## src/rtl/div_pkg.sv

```systemverilog
// Shared types and constants for the sequential restoring divider.
package div_pkg;

  typedef enum logic [1:0] {
    IDLE = 2'd0,
    BUSY = 2'd1,
    DONE = 2'd2
  } div_state_t;

  localparam int DIV_WIDTH_DEFAULT = 32;

  // Quotient reported for a zero divisor; sliced down to the instance width.
  localparam logic [63:0] DBZ_QUOTIENT = '1;

endpackage

```

## src/rtl/restoring_div_step.sv

```systemverilog
// One restoring-division step: trial subtract of the divisor from the shifted
// partial remainder, keeping the difference only when no borrow ripples out.
module restoring_div_step #(
  parameter int WIDTH = 32
) (
  input  logic [WIDTH:0]   i_t,
  input  logic [WIDTH-1:0] i_divisor,
  output logic [WIDTH-1:0] o_rem,
  output logic             o_qbit,
  output logic             o_borrow
);

  logic [WIDTH-1:0] w_diff;
  logic             w_borrowChain;

  // The top bit of the subtrahend is zero, so the last stage only propagates
  // the borrow; its difference bit is never needed because a kept result is
  // always smaller than the divisor.
  always_comb begin
    w_diff        = '0;
    w_borrowChain = 1'b0;
    for (int i = 0; i < WIDTH; i++) begin
      w_diff[i]     = i_t[i] ^ i_divisor[i] ^ w_borrowChain;
      w_borrowChain = (~i_t[i] & i_divisor[i]) |
                      (~(i_t[i] ^ i_divisor[i]) & w_borrowChain);
    end
    w_borrowChain = ~i_t[WIDTH] & w_borrowChain;
  end

  assign o_borrow = w_borrowChain;
  assign o_qbit   = ~w_borrowChain;
  assign o_rem    = w_borrowChain ? i_t[WIDTH-1:0] : w_diff;

endmodule

```

## src/rtl/seq_restoring_divider.sv

```systemverilog
// Multi-cycle unsigned restoring divider, one quotient bit per clock, with
// valid/ready handshakes on the operand and result sides.
module seq_restoring_divider
  import div_pkg::*;
#(
  parameter int WIDTH = DIV_WIDTH_DEFAULT
) (
  input  logic             clk,
  input  logic             rst,
  input  logic             in_valid,
  output logic             in_ready,
  input  logic [WIDTH-1:0] dividend,
  input  logic [WIDTH-1:0] divisor,
  output logic             out_valid,
  input  logic             out_ready,
  output logic [WIDTH-1:0] quotient,
  output logic [WIDTH-1:0] remainder,
  output logic             div_by_zero
);

  localparam int CNT_W = $clog2(WIDTH + 1);

  div_state_t       r_state;
  logic [CNT_W-1:0] r_cnt;
  logic [WIDTH-1:0] r_divisor;
  logic [WIDTH-1:0] r_rem;
  logic [WIDTH-1:0] r_quo;
  logic             r_inReady;
  logic             r_outValid;
  logic             r_dbz;

  logic [WIDTH:0]   w_t;
  logic [WIDTH-1:0] w_nextRem;
  logic             w_qbit;
  logic             w_borrow;

  // The dividend is shifted out of the quotient register MSB-first as the
  // quotient bits are shifted in from the bottom.
  assign w_t = {r_rem, r_quo[WIDTH-1]};

  restoring_div_step #(
    .WIDTH(WIDTH)
  ) u_step (
    .i_t       (w_t),
    .i_divisor (r_divisor),
    .o_rem     (w_nextRem),
    .o_qbit    (w_qbit),
    .o_borrow  (w_borrow)
  );

  always_ff @(posedge clk) begin
    if (rst) begin
      r_state    <= IDLE;
      r_cnt      <= '0;
      r_divisor  <= '0;
      r_rem      <= '0;
      r_quo      <= '0;
      r_inReady  <= 1'b1;
      r_outValid <= 1'b0;
      r_dbz      <= 1'b0;
    end else begin
      case (r_state)
        IDLE: begin
          if (in_valid) begin
            r_divisor <= divisor;
            r_inReady <= 1'b0;
            r_state   <= BUSY;
            // A zero divisor spends a single BUSY cycle holding the fixed result.
            if (divisor == '0) begin
              r_quo <= DBZ_QUOTIENT[WIDTH-1:0];
              r_rem <= dividend;
              r_cnt <= CNT_W'(1);
              r_dbz <= 1'b1;
            end else begin
              r_quo <= dividend;
              r_rem <= '0;
              r_cnt <= CNT_W'(WIDTH);
              r_dbz <= 1'b0;
            end
          end
        end
        BUSY: begin
          if (!r_dbz) begin
            r_rem <= w_nextRem;
            r_quo <= {r_quo[WIDTH-2:0], w_qbit};
          end
          r_cnt <= r_cnt - CNT_W'(1);
          if (r_cnt == CNT_W'(1)) begin
            r_state    <= DONE;
            r_outValid <= 1'b1;
          end
        end
        DONE: begin
          if (out_ready) begin
            r_state    <= IDLE;
            r_outValid <= 1'b0;
            r_inReady  <= 1'b1;
          end
        end
        default: begin
          r_state    <= IDLE;
          r_outValid <= 1'b0;
          r_inReady  <= 1'b1;
        end
      endcase
    end
  end

  // The step's quotient bit and borrow are complementary by construction.
  always_ff @(posedge clk) begin
    if (!rst && r_state == BUSY && !r_dbz) begin
      assert (w_qbit == !w_borrow);
    end
  end

  assign in_ready    = r_inReady;
  assign out_valid   = r_outValid;
  assign quotient    = r_quo;
  assign remainder   = r_rem;
  assign div_by_zero = r_dbz;

endmodule

```

## config.mk

```make
export PLATFORM = sky130hd
export DESIGN_NAME = seq_restoring_divider
export DESIGN_NICKNAME = d
export VERILOG_FILES = /design/src/rtl/div_pkg.sv /design/src/rtl/restoring_div_step.sv /design/src/rtl/seq_restoring_divider.sv
export SDC_FILE = /design/constraint.sdc
export NUM_CORES = 1
export LEC_CHECK = 0
export ABC_AREA = 1
export BUFFER_PORTS_ARGS = -buffer_cell sky130_fd_sc_hd__buf_4
export CORE_MARGIN = 1.5
export CORE_UTILIZATION = 23
export DETAILED_ROUTE_END_ITERATION = 10
export HOLD_SLACK_MARGIN = 0.06
export PLACE_DENSITY_LB_ADDON = 0.3
export SYNTH_ARGS = -nofsm -noshare
export SYNTH_HDL_FRONTEND = slang
export SYNTH_SLANG_ARGS = --single-unit
```

## constraint.sdc

```tcl
create_clock -name clk -period 42.7 [get_ports clk]
set_clock_uncertainty 0.2 [all_clocks]
set_input_delay 2.135 -clock clk [delete_from_list [all_inputs] [get_ports clk]]
set_output_delay 2.135 -clock clk [all_outputs]
set_load 0.05 [all_outputs]
```

==> reports/metrics.cfg <==
[power_and_ir_drop]
irDropWorstVdd_mv=0.0229
power_density_nw_per_um2=43.3
p_leak_nw=3.32

[floorplanning]
coreArea_um2=25300
dieArea_um2=26800
die_y_um=164
die_w_um=164
ios=135
start_util=0.235
rows=58

[sta]
fin_crit_ns=14.40
hold_viol_final=0
rsz0062_at_grt=no
finalMaxSlewViolations=0
setup_tns_ns=0
setup_viol=0
fmax_mhz=69.4
max_slew_margin=0.283
tightest_slew_ns=1.07
min_period_over_period=0.337

[placed_design]
gp_congestion=0.804
portBuffers=134
hpwl_mm=13.0
place_inst=1220
placed_area_um2=7120

[global_route]
grt_start_max_net_pins=98
grt_usage=0.141
grt_pass1_wl_mm=29.3
grt-ovfl-total=0
grt_pass1_vias=5203
antenna_found_initial=0

[worst_setup_path]
path_buf_inv=3
startpoint=quotient[31]
cp-start-kind=flip-flop
cp.depth=39
path_delay_family=adder cells
reg2reg_from=quotient[31]
cp.arrival_ns=14.45
worst_r2r_endpoint=remainder[24]
crit_path_frequent_cell=fa_1
critPathMaxFanout=32
cp_slowest_cell=inv_1
cp-end-kind=flip-flop
r2r_cells=39
path_class=reg -> reg
crit_end=remainder[24]
r2r_slack_ns=28.30
cp.required_ns=42.74
max_stage_delay_ns=0.72

[worst_hold_path]
min_path_type=reg -> reg
hold_start=r_cnt[1]
hold_depth=2

[routing]
first_pass_iters=4
wl_mm=18.4
drc=0
drtIter0Drc=303
wire_per_inst_um=14.9
vias_per_cell=4.42
vias=5454
ant_nets=0

[flow_run]
drv_cap=0

[layout]
final_cell_mix=a21oi_1 (164), buf_4 (139), dfxtp_1 (107), inv_1 (102), nand2_1 (94)
layout.nets=1003
final_layout_size_suffix_gt1_frac=0.219
diodes=0
design_area_um2=7390
layout_commonest_cell=a21oi_1
finalNonFillerCells=1235
syn_to_final_growth_pct=24.6

[clocking]
cts_max_path_buffers=2
clk_pin_slew_worst_paths_ns=0.08
cts_buffers=9
cts_tree=done
ctsHtreeMaxLevel=3
cts_resized=0
cts_hold_buffers=0
worst_skew_pair.late_latency_ns=0.36
root_buffer=clkbuf_16
clock_sinks=107
postCtsSetupBuffers=0

[synth]
synth_area_per_cell_um2=7.34
syn_nets=910
synth_xor_area_frac=0.00148
synthSimpleGateAreaFrac=0.186
ys_types=26
synthAdderAreaFrac=0.111
syn_inst=808
seq_area_frac_synth=0.361
ys_ff_latch=107
synth_top_family_by_area=compound AO/OA/AOI/OAI gates
syn_area_um2=5930
synth_compound_area_frac=0.227
synth_mux_area_frac=0
synth_warnings=0

[outcome]
outcome=finished clean

==> final cells by class <==
cell class | instances | area, um^2
Multi-Input combinational cell | 536 | 3120
Sequential cell | 107 | 2140
Clock inverter | 6 | 43.8
Clock buffer | 9 | 225
Tap cell | 330 | 413
Inverter | 108 | 408
Timing Repair Buffer | 139 | 1040
Fill cell | 2782 | 17900
==> flip-flops by register name (all words and copies together) (netlist names) <==
| register | cells |
|---|---|
| r_divisor | 32 |
| r_cnt | 6 |
| div_by_zero | 1 |
| remainder | 32 |
| out_valid | 1 |
| in_ready | 1 |
| quotient | 32 |
| r_state | 2 |
==> kinds of logic (layout without fill, tap and decap cells) <==
kind of cell    count (synthesis)  after routing
compound gates                266            266
fa+ha+maj                      34             34
flops                         107            107
simple gates                  235            235
buf+inv                       165            262
xor+xnor                        1              1
==> worst min-delay path by stage <==
stage           endpoint  slack, ns
6_report        r_cnt[1]       0.29
3_5_place_dp   out_valid       0.27
3_3_place_gp   out_valid       0.27
4_1_cts        out_valid       0.28
2_1_floorplan   r_cnt[1]       0.25
5_1_grt         r_cnt[1]       0.31
==> metal layers <==
metal | GRT usage | up-vias | share of wire
met3 | 0.0249 | 23 | 0.044
met2 | 0.201 | 114 | 0.42
met1 | 0.210 | 2505 | 0.51
met5 | 0 | - | 0
met4 | 0.0521 | 0 | 0.023
li1 | - | 2812 | -
==> synth_stat cells <==
cell type  count  area share
nor2_1        30       0.019
o211ai_1       1      0.0013
nor4_1         1      0.0011
or2_2         33       0.035
fa_1          31        0.10
buf_4          7      0.0089
nand2_4        1      0.0019
buf_6          1      0.0019
clkbuf_1      31       0.020
dfxtp_1      107        0.36
xor2_1         1      0.0015
nor3_1         4      0.0034
nor2_8         2      0.0067
o21ai_4        1      0.0027
nand2_1       94       0.059
nand4_1        2      0.0021
nand3_1       67       0.057
inv_2          5      0.0032
ha_1           3      0.0063
buf_2         16       0.013
nor2_2         1      0.0011
inv_1        103       0.065
clkbuf_2       2      0.0017
a21oi_1      164        0.14
o21ai_0       90       0.076
o21ai_1       10      0.0084
==> power by group <==
group / switching [W] / internal [W] / total (W)
clock: 0.0000407 / 0.0000393 / 0.0000800
combinational: 0.0000786 / 0.0000406 / 0.000119
sequential: 0.00000947 / 0.000111 / 0.000120
total: 0.000129 / 0.000191 / 0.000320
==> per-stage QoR <==
step           setup WS [ns]  power (W)  utilization  hold WS (ns)
2_1_floorplan          28.87   0.000207            -         0.254
4_1_cts                28.31   0.000323        0.293         0.285
6_report               28.30   0.000320        0.293         0.285
3_5_place_dp           28.33   0.000242        0.282         0.271
3_3_place_gp           28.33   0.000242        0.282         0.268
5_1_grt                27.72   0.000342        0.293         0.315
==> worst reg2reg max path: cells and delay by family, from the launching register on <==
family	cells	cell delay [ns]
fa+ha+maj	32	12.40
buf+inv	3	0.86
compound gates	3	0.46
flops	1	0.36
simple gates	1	0.04
No activity file was read; power rests on OpenSTA's default activity.
